--- config.mk ---
export PLATFORM = sky130hd
export DESIGN_NAME = reg_op_sequencer_flat
export DESIGN_NICKNAME = d
export VERILOG_FILES = /design/src/rtl/reg_op_sequencer_pkg.sv /design/src/rtl/reg_op_sequencer_if.sv /design/src/rtl/reg_op_sequencer_decode.sv /design/src/rtl/reg_op_sequencer.sv /design/src/flat_wrapper.sv
export SDC_FILE = /design/constraint.sdc
export NUM_CORES = 1
export LEC_CHECK = 0
export ABC_AREA = 1
export CORE_MARGIN = 5
export CORE_UTILIZATION = 40
export CTS_CLUSTER_SIZE = 28
export DETAILED_ROUTE_END_ITERATION = 10
export GPL_TIMING_DRIVEN = 0
export PLACE_DENSITY = 0.78
export SYNTH_ARGS = -nofsm -noshare
export SYNTH_HDL_FRONTEND = slang
export SYNTH_SLANG_ARGS = --single-unit
--- constraint.sdc ---
create_clock -name clk -period 2.35 [get_ports clk]
set_input_delay 0.235 -clock clk [delete_from_list [all_inputs] [get_ports clk]]
set_output_delay 0.235 -clock clk [all_outputs]
set_load 0.005 [all_outputs]
--- src/rtl/reg_op_sequencer_pkg.sv ---
// Shared definitions for the 4004 register-class instruction sequencer:
// opcode nibbles, decoded operation kinds and the sequencer state encoding.
package reg_op_sequencer_pkg;

  localparam logic [3:0] OP_FIM_SRC = 4'h2;
  localparam logic [3:0] OP_FIN_JIN = 4'h3;
  localparam logic [3:0] OP_INC     = 4'h6;
  localparam logic [3:0] OP_ISZ     = 4'h7;
  localparam logic [3:0] OP_LD      = 4'hA;
  localparam logic [3:0] OP_XCH     = 4'hB;

  typedef enum logic [2:0] {
    ST_IDLE,
    ST_OPER,
    ST_FINRD,
    ST_ROM_WAIT,
    ST_EXEC,
    ST_ILL
  } state_e;

  typedef enum logic [3:0] {
    OPK_NONE,
    OPK_FIM,
    OPK_SRC,
    OPK_FIN,
    OPK_JIN,
    OPK_INC,
    OPK_ISZ,
    OPK_LD,
    OPK_XCH
  } op_kind_e;

  typedef struct packed {
    op_kind_e   kind;
    logic [3:0] r;
    logic [3:0] p;
    logic       needs_second;
    logic       legal;
  } decode_t;

  // Register pairs are addressed by their even member.
  function automatic logic [3:0] pair_base(input logic [3:0] r);
    return {r[3:1], 1'b0};
  endfunction

endpackage

--- src/rtl/reg_op_sequencer_if.sv ---
// Bundle of every non-clock signal between the sequencer and its neighbours:
// instruction fetch, accumulator, registerFile, ROM and jump/SRC outputs.
interface reg_op_sequencer_if;
  import reg_op_sequencer_pkg::*;

  logic       instValid;
  logic       instReady;
  logic [7:0] instByte;
  logic [3:0] accIn;
  logic       accWe;
  logic [3:0] accDout;
  logic       regWe;
  logic [3:0] regAddr;
  logic [3:0] regDin;
  logic       pairWe;
  logic [3:0] pairAddr;
  logic [7:0] pairDin;
  logic [3:0] regDout;
  logic [7:0] pairDout;
  logic       romReq;
  logic [7:0] romAddr;
  logic       romValid;
  logic [7:0] romData;
  logic       srcValid;
  logic [7:0] srcData;
  logic       jumpValid;
  logic [7:0] jumpAddr;
  logic       done;
  logic       illegalOp;

  modport master (
    output instValid, instByte, accIn, regDout, pairDout, romValid, romData,
    input  instReady, accWe, accDout, regWe, regAddr, regDin, pairWe, pairAddr,
           pairDin, romReq, romAddr, srcValid, srcData, jumpValid, jumpAddr,
           done, illegalOp
  );

  modport slave (
    input  instValid, instByte, accIn, regDout, pairDout, romValid, romData,
    output instReady, accWe, accDout, regWe, regAddr, regDin, pairWe, pairAddr,
           pairDin, romReq, romAddr, srcValid, srcData, jumpValid, jumpAddr,
           done, illegalOp
  );

endinterface

--- src/rtl/reg_op_sequencer_decode.sv ---
// Combinational opcode decode for the register-class instructions.
module reg_op_decode
  import reg_op_sequencer_pkg::*;
(
  input  logic [7:0] inst_byte,
  output decode_t    dec
);

  always_comb begin
    dec              = '0;
    dec.kind         = OPK_NONE;
    dec.r            = inst_byte[3:0];
    dec.p            = pair_base(inst_byte[3:0]);
    dec.needs_second = 1'b0;
    dec.legal        = 1'b1;
    case (inst_byte[7:4])
      OP_FIM_SRC: begin
        if (inst_byte[0]) begin
          dec.kind = OPK_SRC;
        end else begin
          dec.kind         = OPK_FIM;
          dec.needs_second = 1'b1;
        end
      end
      OP_FIN_JIN: begin
        if (inst_byte[0]) dec.kind = OPK_JIN;
        else              dec.kind = OPK_FIN;
      end
      OP_INC: dec.kind = OPK_INC;
      OP_ISZ: begin
        dec.kind         = OPK_ISZ;
        dec.needs_second = 1'b1;
      end
      OP_LD:  dec.kind = OPK_LD;
      OP_XCH: dec.kind = OPK_XCH;
      default: begin
        dec.kind  = OPK_NONE;
        dec.legal = 1'b0;
      end
    endcase
  end

endmodule

--- src/rtl/reg_op_sequencer.sv ---
// Sequencer for FIM/SRC/FIN/JIN/INC/ISZ/LD/XCH: accepts opcode bytes, drives
// registerFile/accumulator writes, ROM reads for FIN, and SRC/jump pulses.
module reg_op_sequencer
  import reg_op_sequencer_pkg::*;
(
  input logic               clk,
  input logic               rstN,
  reg_op_sequencer_if.slave bus
);

  decode_t dec;

  reg_op_decode u_decode (
    .inst_byte (bus.instByte),
    .dec       (dec)
  );

  state_e     state_q, state_d;
  op_kind_e   op_q, op_d;
  logic [3:0] r_q, r_d;
  logic [3:0] p_q, p_d;
  logic [7:0] data_q, data_d;
  logic [7:0] rom_addr_q, rom_addr_d;
  logic       rom_req_q, rom_req_d;
  logic       ready_en_q, ready_en_d;

  logic       inst_ready;
  logic       inst_fire;
  logic       rom_fire;
  logic [3:0] inc_val;

  logic       acc_we;
  logic [3:0] acc_dout;
  logic       reg_we;
  logic [3:0] reg_addr;
  logic [3:0] reg_din;
  logic       pair_we;
  logic [3:0] pair_addr;
  logic [7:0] pair_din;
  logic       src_valid;
  logic [7:0] src_data;
  logic       jump_valid;
  logic [7:0] jump_addr;
  logic       done;
  logic       illegal_op;

  // ready_en_q keeps instReady low until the first edge after reset release.
  assign inst_ready = ready_en_q && ((state_q == ST_IDLE) || (state_q == ST_OPER));
  assign inst_fire  = bus.instValid && inst_ready;
  assign rom_fire   = rom_req_q && bus.romValid;
  assign inc_val    = bus.regDout + 4'd1;

  always_ff @(posedge clk or negedge rstN) begin
    if (!rstN) begin
      state_q    <= ST_IDLE;
      op_q       <= OPK_NONE;
      r_q        <= '0;
      p_q        <= '0;
      data_q     <= '0;
      rom_addr_q <= '0;
      rom_req_q  <= 1'b0;
      ready_en_q <= 1'b0;
    end else begin
      state_q    <= state_d;
      op_q       <= op_d;
      r_q        <= r_d;
      p_q        <= p_d;
      data_q     <= data_d;
      rom_addr_q <= rom_addr_d;
      rom_req_q  <= rom_req_d;
      ready_en_q <= ready_en_d;
    end
  end

  always_comb begin
    state_d    = state_q;
    op_d       = op_q;
    r_d        = r_q;
    p_d        = p_q;
    data_d     = data_q;
    rom_addr_d = rom_addr_q;
    rom_req_d  = rom_req_q;
    ready_en_d = 1'b1;
    case (state_q)
      ST_IDLE: begin
        if (inst_fire) begin
          op_d = dec.kind;
          r_d  = dec.r;
          p_d  = dec.p;
          if (!dec.legal)              state_d = ST_ILL;
          else if (dec.needs_second)   state_d = ST_OPER;
          else if (dec.kind == OPK_FIN) state_d = ST_FINRD;
          else                         state_d = ST_EXEC;
        end
      end
      ST_OPER: begin
        if (inst_fire) begin
          data_d  = bus.instByte;
          state_d = ST_EXEC;
        end
      end
      ST_FINRD: begin
        rom_addr_d = bus.pairDout;
        rom_req_d  = 1'b1;
        state_d    = ST_ROM_WAIT;
      end
      ST_ROM_WAIT: begin
        if (rom_fire) begin
          data_d    = bus.romData;
          rom_req_d = 1'b0;
          state_d   = ST_EXEC;
        end
      end
      ST_EXEC: state_d = ST_IDLE;
      ST_ILL:  state_d = ST_IDLE;
      default: state_d = ST_IDLE;
    endcase
  end

  // Strobes/addresses come from flops; write data may follow the read-back.
  always_comb begin
    acc_we     = 1'b0;
    acc_dout   = '0;
    reg_we     = 1'b0;
    reg_addr   = '0;
    reg_din    = '0;
    pair_we    = 1'b0;
    pair_addr  = '0;
    pair_din   = '0;
    src_valid  = 1'b0;
    src_data   = '0;
    jump_valid = 1'b0;
    jump_addr  = '0;
    done       = 1'b0;
    illegal_op = 1'b0;
    case (state_q)
      ST_EXEC: begin
        done = 1'b1;
        case (op_q)
          OPK_FIM, OPK_FIN: begin
            pair_we   = 1'b1;
            pair_addr = p_q;
            pair_din  = data_q;
          end
          OPK_SRC: begin
            pair_addr = p_q;
            src_valid = 1'b1;
            src_data  = bus.pairDout;
          end
          OPK_JIN: begin
            pair_addr  = p_q;
            jump_valid = 1'b1;
            jump_addr  = bus.pairDout;
          end
          OPK_INC: begin
            reg_addr = r_q;
            reg_we   = 1'b1;
            reg_din  = inc_val;
          end
          OPK_ISZ: begin
            reg_addr = r_q;
            reg_we   = 1'b1;
            reg_din  = inc_val;
            if (inc_val != '0) begin
              jump_valid = 1'b1;
              jump_addr  = data_q;
            end
          end
          OPK_LD: begin
            reg_addr = r_q;
            acc_we   = 1'b1;
            acc_dout = bus.regDout;
          end
          OPK_XCH: begin
            reg_addr = r_q;
            reg_we   = 1'b1;
            reg_din  = bus.accIn;
            acc_we   = 1'b1;
            acc_dout = bus.regDout;
          end
          default: ;
        endcase
      end
      ST_ILL: illegal_op = 1'b1;
      default: ;
    endcase
  end

  assign bus.instReady = inst_ready;
  assign bus.accWe     = acc_we;
  assign bus.accDout   = acc_dout;
  assign bus.regWe     = reg_we;
  assign bus.regAddr   = reg_addr;
  assign bus.regDin    = reg_din;
  assign bus.pairWe    = pair_we;
  assign bus.pairAddr  = pair_addr;
  assign bus.pairDin   = pair_din;
  assign bus.romReq    = rom_req_q;
  assign bus.romAddr   = rom_addr_q;
  assign bus.srcValid  = src_valid;
  assign bus.srcData   = src_data;
  assign bus.jumpValid = jump_valid;
  assign bus.jumpAddr  = jump_addr;
  assign bus.done      = done;
  assign bus.illegalOp = illegal_op;

endmodule

--- src/flat_wrapper.sv ---
// flat-port wrapper written by rule: the top's interface ports become plain ports
module reg_op_sequencer_flat import reg_op_sequencer_pkg::*;
  (clk, rstN, bus_instValid, bus_instByte, bus_accIn, bus_regDout, bus_pairDout, bus_romValid, bus_romData, bus_instReady, bus_accWe, bus_accDout, bus_regWe, bus_regAddr, bus_regDin, bus_pairWe, bus_pairAddr, bus_pairDin, bus_romReq, bus_romAddr, bus_srcValid, bus_srcData, bus_jumpValid, bus_jumpAddr, bus_done, bus_illegalOp);
  reg_op_sequencer_if bus_i ();
  input logic clk;
  input logic rstN;
  input wire logic [$bits(bus_i.instValid)-1:0] bus_instValid;
  input wire logic [$bits(bus_i.instByte)-1:0] bus_instByte;
  input wire logic [$bits(bus_i.accIn)-1:0] bus_accIn;
  input wire logic [$bits(bus_i.regDout)-1:0] bus_regDout;
  input wire logic [$bits(bus_i.pairDout)-1:0] bus_pairDout;
  input wire logic [$bits(bus_i.romValid)-1:0] bus_romValid;
  input wire logic [$bits(bus_i.romData)-1:0] bus_romData;
  output wire logic [$bits(bus_i.instReady)-1:0] bus_instReady;
  output wire logic [$bits(bus_i.accWe)-1:0] bus_accWe;
  output wire logic [$bits(bus_i.accDout)-1:0] bus_accDout;
  output wire logic [$bits(bus_i.regWe)-1:0] bus_regWe;
  output wire logic [$bits(bus_i.regAddr)-1:0] bus_regAddr;
  output wire logic [$bits(bus_i.regDin)-1:0] bus_regDin;
  output wire logic [$bits(bus_i.pairWe)-1:0] bus_pairWe;
  output wire logic [$bits(bus_i.pairAddr)-1:0] bus_pairAddr;
  output wire logic [$bits(bus_i.pairDin)-1:0] bus_pairDin;
  output wire logic [$bits(bus_i.romReq)-1:0] bus_romReq;
  output wire logic [$bits(bus_i.romAddr)-1:0] bus_romAddr;
  output wire logic [$bits(bus_i.srcValid)-1:0] bus_srcValid;
  output wire logic [$bits(bus_i.srcData)-1:0] bus_srcData;
  output wire logic [$bits(bus_i.jumpValid)-1:0] bus_jumpValid;
  output wire logic [$bits(bus_i.jumpAddr)-1:0] bus_jumpAddr;
  output wire logic [$bits(bus_i.done)-1:0] bus_done;
  output wire logic [$bits(bus_i.illegalOp)-1:0] bus_illegalOp;
  assign bus_i.instValid = bus_instValid;
  assign bus_i.instByte = bus_instByte;
  assign bus_i.accIn = bus_accIn;
  assign bus_i.regDout = bus_regDout;
  assign bus_i.pairDout = bus_pairDout;
  assign bus_i.romValid = bus_romValid;
  assign bus_i.romData = bus_romData;
  assign bus_instReady = bus_i.instReady;
  assign bus_accWe = bus_i.accWe;
  assign bus_accDout = bus_i.accDout;
  assign bus_regWe = bus_i.regWe;
  assign bus_regAddr = bus_i.regAddr;
  assign bus_regDin = bus_i.regDin;
  assign bus_pairWe = bus_i.pairWe;
  assign bus_pairAddr = bus_i.pairAddr;
  assign bus_pairDin = bus_i.pairDin;
  assign bus_romReq = bus_i.romReq;
  assign bus_romAddr = bus_i.romAddr;
  assign bus_srcValid = bus_i.srcValid;
  assign bus_srcData = bus_i.srcData;
  assign bus_jumpValid = bus_i.jumpValid;
  assign bus_jumpAddr = bus_i.jumpAddr;
  assign bus_done = bus_i.done;
  assign bus_illegalOp = bus_i.illegalOp;
  reg_op_sequencer u_core (.clk(clk), .rstN(rstN), .bus(bus_i));
endmodule
**Word level (Yosys, flattened, before mapping)**

Index checks and enable logic that the tools add are counted.

- Output and inout port bits: 57
- Memories: 0
- Bits in read-only memories: 0
- Bits in latches: 0
- Register bits after elaboration: 32
- Memory bits (writable): 0
- Input bits: 36
- Logic and storage cells: 97

- Multipliers: 0
- Bitwise operators: 0
- Reduce and logical (&&, ||, !) cells: 19
- Multiplexer cells: 46
- $lt $le $gt $ge: 0
- Shift operators: 0
- Divide/modulo/power cells: 0
- Add/sub/neg operators: 1
- Equality and inequality tests: 23

Operators by type and width:

| cell | number |
|---|---|
| $mux W8 | 8 |
| $pmux W8 S2 | 2 |
| $mux W4 | 7 |
| $eq A4 B3 Y1 const B | 6 |
| $pmux W4 S6 | 1 |
| $mux W3 | 7 |
| $eq A4 B2 Y1 const B | 5 |
| $mux W1 | 15 |
| $eq A4 B4 Y1 const B | 3 |
| $pmux W3 S4 | 1 |
| $pmux W4 S2 | 1 |
| $reduce_or A4 Y1 | 2 |
| $eq A3 B2 Y1 const B | 2 |
| $eq A3 B3 Y1 const B | 2 |
| $ne A2 B1 Y1 const B | 3 |
| $pmux W1 S2 | 3 |
| $reduce_and A3 Y1 | 2 |
| $reduce_or A2 Y1 | 3 |
| $reduce_or A6 Y1 | 1 |
| $add A4 B1 Y4 const B | 1 |
| $eq A4 B1 Y1 const B | 1 |
| $reduce_and A2 Y1 | 2 |
| $reduce_bool A2 Y1 | 2 |
| $reduce_bool A4 Y1 | 1 |
| other kinds (6) | 8 |

**Depth between registers and ports, before layout**

- Word-level depth: 8
- Gate-level depth with buffers: 8
- Mapped depth without buffers: 8

**Hierarchy**

From an unflattened synthesis, not the netlist that was laid out.

- Cells, all modules: 333
- Area, all modules: 2,267.2 um^2

By module, submodules not included:

| module | area each (um^2) | sequential area each (um^2) | cells an instance | instances |
|---|---|---|---|---|
| reg_op_sequencer | 2,090.8 | 825.8 | 298 | 1 |
| reg_op_decode | 176.4 | 0.0 | 35 | 1 |

**Worst setup path after synthesis**

Ideal clock, no wire load.

- Path kind: reg-to-output
- Start point: reg u_core.state_q[0]
- End point: out bus_pairDin[0]
- Path buffers: 1
- Data arrival time: 1.149 ns
- Data required time: 2.115 ns
- Cell stages (with the launch flop): 7
- Path slack: 0.966 ns
- Cell sequence: dfrtp_1 > buf_2 > nor2_2 > nand2_2 > inv_2 > nand3_4 > nor2_1

- Word-level cells in the longest chain between the ends: 2

Ends and longest elaborated chain:

| element | RTL line | text |
|---|---|---|
| from (decl) | reg_op_sequencer.sv:18 | `state_e state_q, state_d;` |
| from (signal assigned) | reg_op_sequencer.sv:64 | `state_q <= state_d;` |
| $eq A3 B3 Y1 | reg_op_sequencer.sv:136 | `case (state_q)` |
| $mux W8 | reg_op_sequencer.sv:136 |  |
| to (decl) | flat_wrapper.sv:22 | `output wire logic [$bits(bus_i.pairDin)-1:0] bus_pairDin;` |

No other way between the ends.

**Final worst setup path**

- Start point: reg u_core.op_q[0]
- End point: out bus_jumpAddr[2]

- Word-level cells in the longest chain between the ends: 3
- Elaborated cells on any way between the ends: 4
- Those cells by class: eq/ne: 2; mux: 2

Ends and longest elaborated chain:

| element | RTL line | text |
|---|---|---|
| from (decl) | reg_op_sequencer.sv:19 | `op_kind_e op_q, op_d;` |
| from (signal assigned) | reg_op_sequencer.sv:65 | `op_q <= op_d;` |
| $eq A4 B3 Y1 | reg_op_sequencer.sv:139 | `case (op_q)` |
| $pmux W8 S2 * | reg_op_sequencer.sv:139 |  |
| $mux W8 * | reg_op_sequencer.sv:136 |  |
| to (decl) | flat_wrapper.sv:28 | `output wire logic [$bits(bus_i.jumpAddr)-1:0] bus_jumpAddr;` |

Every way passes the cells marked *; elsewhere a longest branch is shown, timed or not.

==> out/qor.csv <==
metric;value;unit
status;complete, but fails checks;
failing checks;negative hold slack;
clk buf depth;2;
mean post-synth cell area;6.78;sq um
Total Routing Usage GR;19.0;%
Final Hold Viols;6;
WL per Instance;13.0;microns
Pleak;1.55;nW
Worst Path Required;2.12;ns
Comb power frac;48.3;%
Die Height;81.6;microns
Sw Share;39.4;%
RePlAce Congestion;0.879;
pwr/cell area;831;mW/mm^2
number of antenna violations at the first check in global routing;0;
startpoint types;flop;
clk root buf;clkbuf_8;
pin count of the biggest net entering global routing;30;
clk_lat worst skew;0.28;ns
cell count after synthesis;302;
vias;2284;
count of final setup violators;0;
Layout Skew;0.00525;ns
WHS;-0.0103;ns
max-slew violations;0;
Core Footprint;0.00504;sq mm
Initial Util;40.6;%
RSZ-0062 raised after global routing;yes;
CTS tree;yes;
critical path type;reg2out;
crit path max fanout;10;
Mapped Nets;339;
io pins;93;
Internal Power;0.00166;W
Pre-antenna DRT Iters;4;
register area share after synthesis;35.4;%
die area;0.00665;sq mm
design area;0.00329;sq mm
Placement Cell Area;0.00305;sq mm
Max stage delay cell, worst path;clkdlybuf4s50_1;
Yosys top cell area share;35.4;%
CTS Buf Count;5;
met2 Track Usage GR;32.9;%
Crit path largest cell delay;0.52;ns
CP bufs+invs;3;
Synth area leaders;dfrtp_1 (35%), nand2_1 (15%), inv_1 (8.4%), nor2_1 (6.2%), nand3_1 (5.6%);
# rows;26;
met1 usage;22.7;%
Max Cap Viol;0;
worst path cell trace;inv_2, nand2_2, nor2_4, buf_4, nand2_1, a21oi_1, clkdlybuf4s50_1;
synth warn;0;
DRC violations left;0;
cts hold-fix bufs;0;
CTS sink count;29;
Clk network pwr share;19.7;%
IO Port Bufs;91;
Final ANT Viol Nets;0;
P&R area growth vs syn;60.5;%
gr busiest metal;met2;
grt ovf;0;
mapped cell area;0.00205;sq mm
CTS clock-pin slew for the worst setup and hold paths;0.07;ns
final core occ;65.2;%
Slew @ Worst Pin;0.691;ns
Slew Limit Headroom;53.9;%
htree depth;2;
via/cell ratio;4.78;
Yosys reg bits;29;
min-delay worst type;in2async;
dpl hpwl;4790;microns
sequential power share;32.0;%
met3 usage;4.82;%
worst vdd ir;0.348;mV
crit end category;output port;
ant diodes;0;
DIE WIDTH;81.6;microns
CP arrival;2.04;ns
vias in the first global route;2182;
Synth cell types;30;
share of layout cells above drive strength 1;16.2;%
FMAX;440;MHz
initial drt markers;84;
cell taking the most area after synthesis;dfrtp_1;
fill cell count;445;
nets;444;
sw power;0.00108;W
first-pass GRT wire length;9800;microns
cell family with most CP delay;buffers and inverters;
clock period minus worst slack;2.27;ns
DRT Wirelength;6210;microns
final clock period utilization by the worst path;96.8;%
-- registers in the layout (all words and copies together) (netlist names) --
signal,count
u_core.op_q,4
u_core.state_q,3
u_core.bus.romReq,1
u_core.ready_en_q,1
u_core.r_q,4
u_core.data_q,8
u_core.bus.romAddr,8
-- per-stage QoR --
step           power [W]  instances  setup TNS, ns  worst slack [ns]
2_1_floorplan    0.00155        302              0             0.966
3_3_place_gp     0.00203        463       -0.00639          -0.00639
3_5_place_dp     0.00207        463        -0.0709           -0.0660
4_1_cts          0.00264        471              0           0.00650
5_1_grt          0.00295        478         -0.173           -0.0333
6_report         0.00273        478              0            0.0753
-- worst register-to-register path: stages (launching register included) --
cell	delay (ns)
dfrtp_1	0.46
inv_2	0.18
nand3_2	0.18
buf_4	0.23
o21ai_1	0.18
nand2_1	0.09
nand2_1	0.08
-- cell type report --
cell class | count | area [sq um] | share of cell area [%]
buffer | 6 | 40.0 | 1.22
clock buffer | 7 | 86.3 | 2.63
clock inverter | 1 | 30.0 | 0.913
inverter | 53 | 206 | 6.28
multi-input combinational | 214 | 1150 | 34.9
sequential | 29 | 726 | 22.1
tap | 70 | 87.6 | 2.66
timing repair buffer | 98 | 965 | 29.3
-- final timing paths --
check                                       from                    end  slack [ns]  depth (start not counted)
min                                         rstN  u_core.bus.romAddr[4]       -0.01                          1
min in group clk           u_core.bus.romAddr[5]  u_core.bus.romAddr[5]        0.48                          2
max reg2reg                    u_core.state_q[2]       u_core.data_q[3]        0.89                          6
min reg2reg                u_core.bus.romAddr[5]  u_core.bus.romAddr[5]        0.48                          2
max in group asynchronous                   rstN         u_core.op_q[1]        1.91                          1
max                               u_core.op_q[0]        bus_jumpAddr[2]        0.08                          7
-- repair_timing --
| action | 4_1_cts | 5_1_grt |
|---|---|---|
| buffers inserted | 0 | 7 |
| cloned | 0 | 0 |
| gates resized for setup | 3 | 20 |
| endpoints found under the setup margin | 24 | 39 |
| pin swaps | 0 | 3 |
-- logic make-up after synthesis --
| logic type | synth area share [%] |
|---|---|
| AND/OR/NAND/NOR | 39.4 |
| buffers and inverters | 11.7 |
| AO/OA/AOI/OAI | 12.5 |
| flip-flops | 35.4 |
| other | 0.367 |
| adder cells (fa/ha/maj) | 0.611 |
-- power groups by stage --
stage               Clock, W  Combinational [W]  Sequential, W
floorplan                  0           0.000705       0.000848
global placement           0            0.00117       0.000866
CTS                 0.000554            0.00122       0.000870
finish              0.000539            0.00132       0.000874
global route        0.000577            0.00147       0.000901
detailed placement         0            0.00120       0.000874
-- routing by layer --
metal / up-vias / part of all wire (%)
met2: 78 / 49
met4: 0 / 1.5
li1: 1158 / -
met1: 1037 / 41
met3: 11 / 8.8
met5: - / 0
-- layout by cell type (no fill, tap or decap), types with 2 or more instances in the layout --
cell type | Yosys | layout
conb_1 | 2 | 2
nand4_1 | 6 | 6
o21ai_1 | 12 | 12
inv_1 | 46 | 45
o21ai_2 | 8 | 8
o21ai_0 | 2 | 2
nor2_2 | 1 | 9
buf_4 | 4 | 10
a21oi_1 | 20 | 19
nand3_1 | 23 | 22
clkdlybuf4s50_1 | 0 | 89
nand3_4 | 2 | 3
nor3_1 | 4 | 4
nor2_4 | 4 | 5
clkbuf_8 | 0 | 6
inv_2 | 7 | 7
dfrtp_1 | 29 | 29
buf_2 | 2 | 3
nand2_2 | 4 | 3
nand2_1 | 81 | 80
nand2_4 | 0 | 2
nor2_1 | 34 | 25
-- synthesized netlist by cell type --
cell type,count
nor2_2,1
nand3_4,2
a21oi_1,20
dfrtp_1,29
nor3_1,4
o21a_1,1
nor3_2,1
conb_1,2
inv_1,46
o21ai_2,8
nor3_4,1
nand4_2,1
ha_1,1
o21ai_1,12
buf_2,2
nand3_1,23
buf_4,4
or2_1,1
nor2_4,4
inv_2,7
nor3b_1,1
nand4_1,6
nor2_1,34
a21oi_2,1
o21ai_0,2
nand3b_1,1
nand3_2,1
nand4_4,1
nand2_1,81
nand2_2,4
No activity file was read; power rests on OpenSTA's default activity.
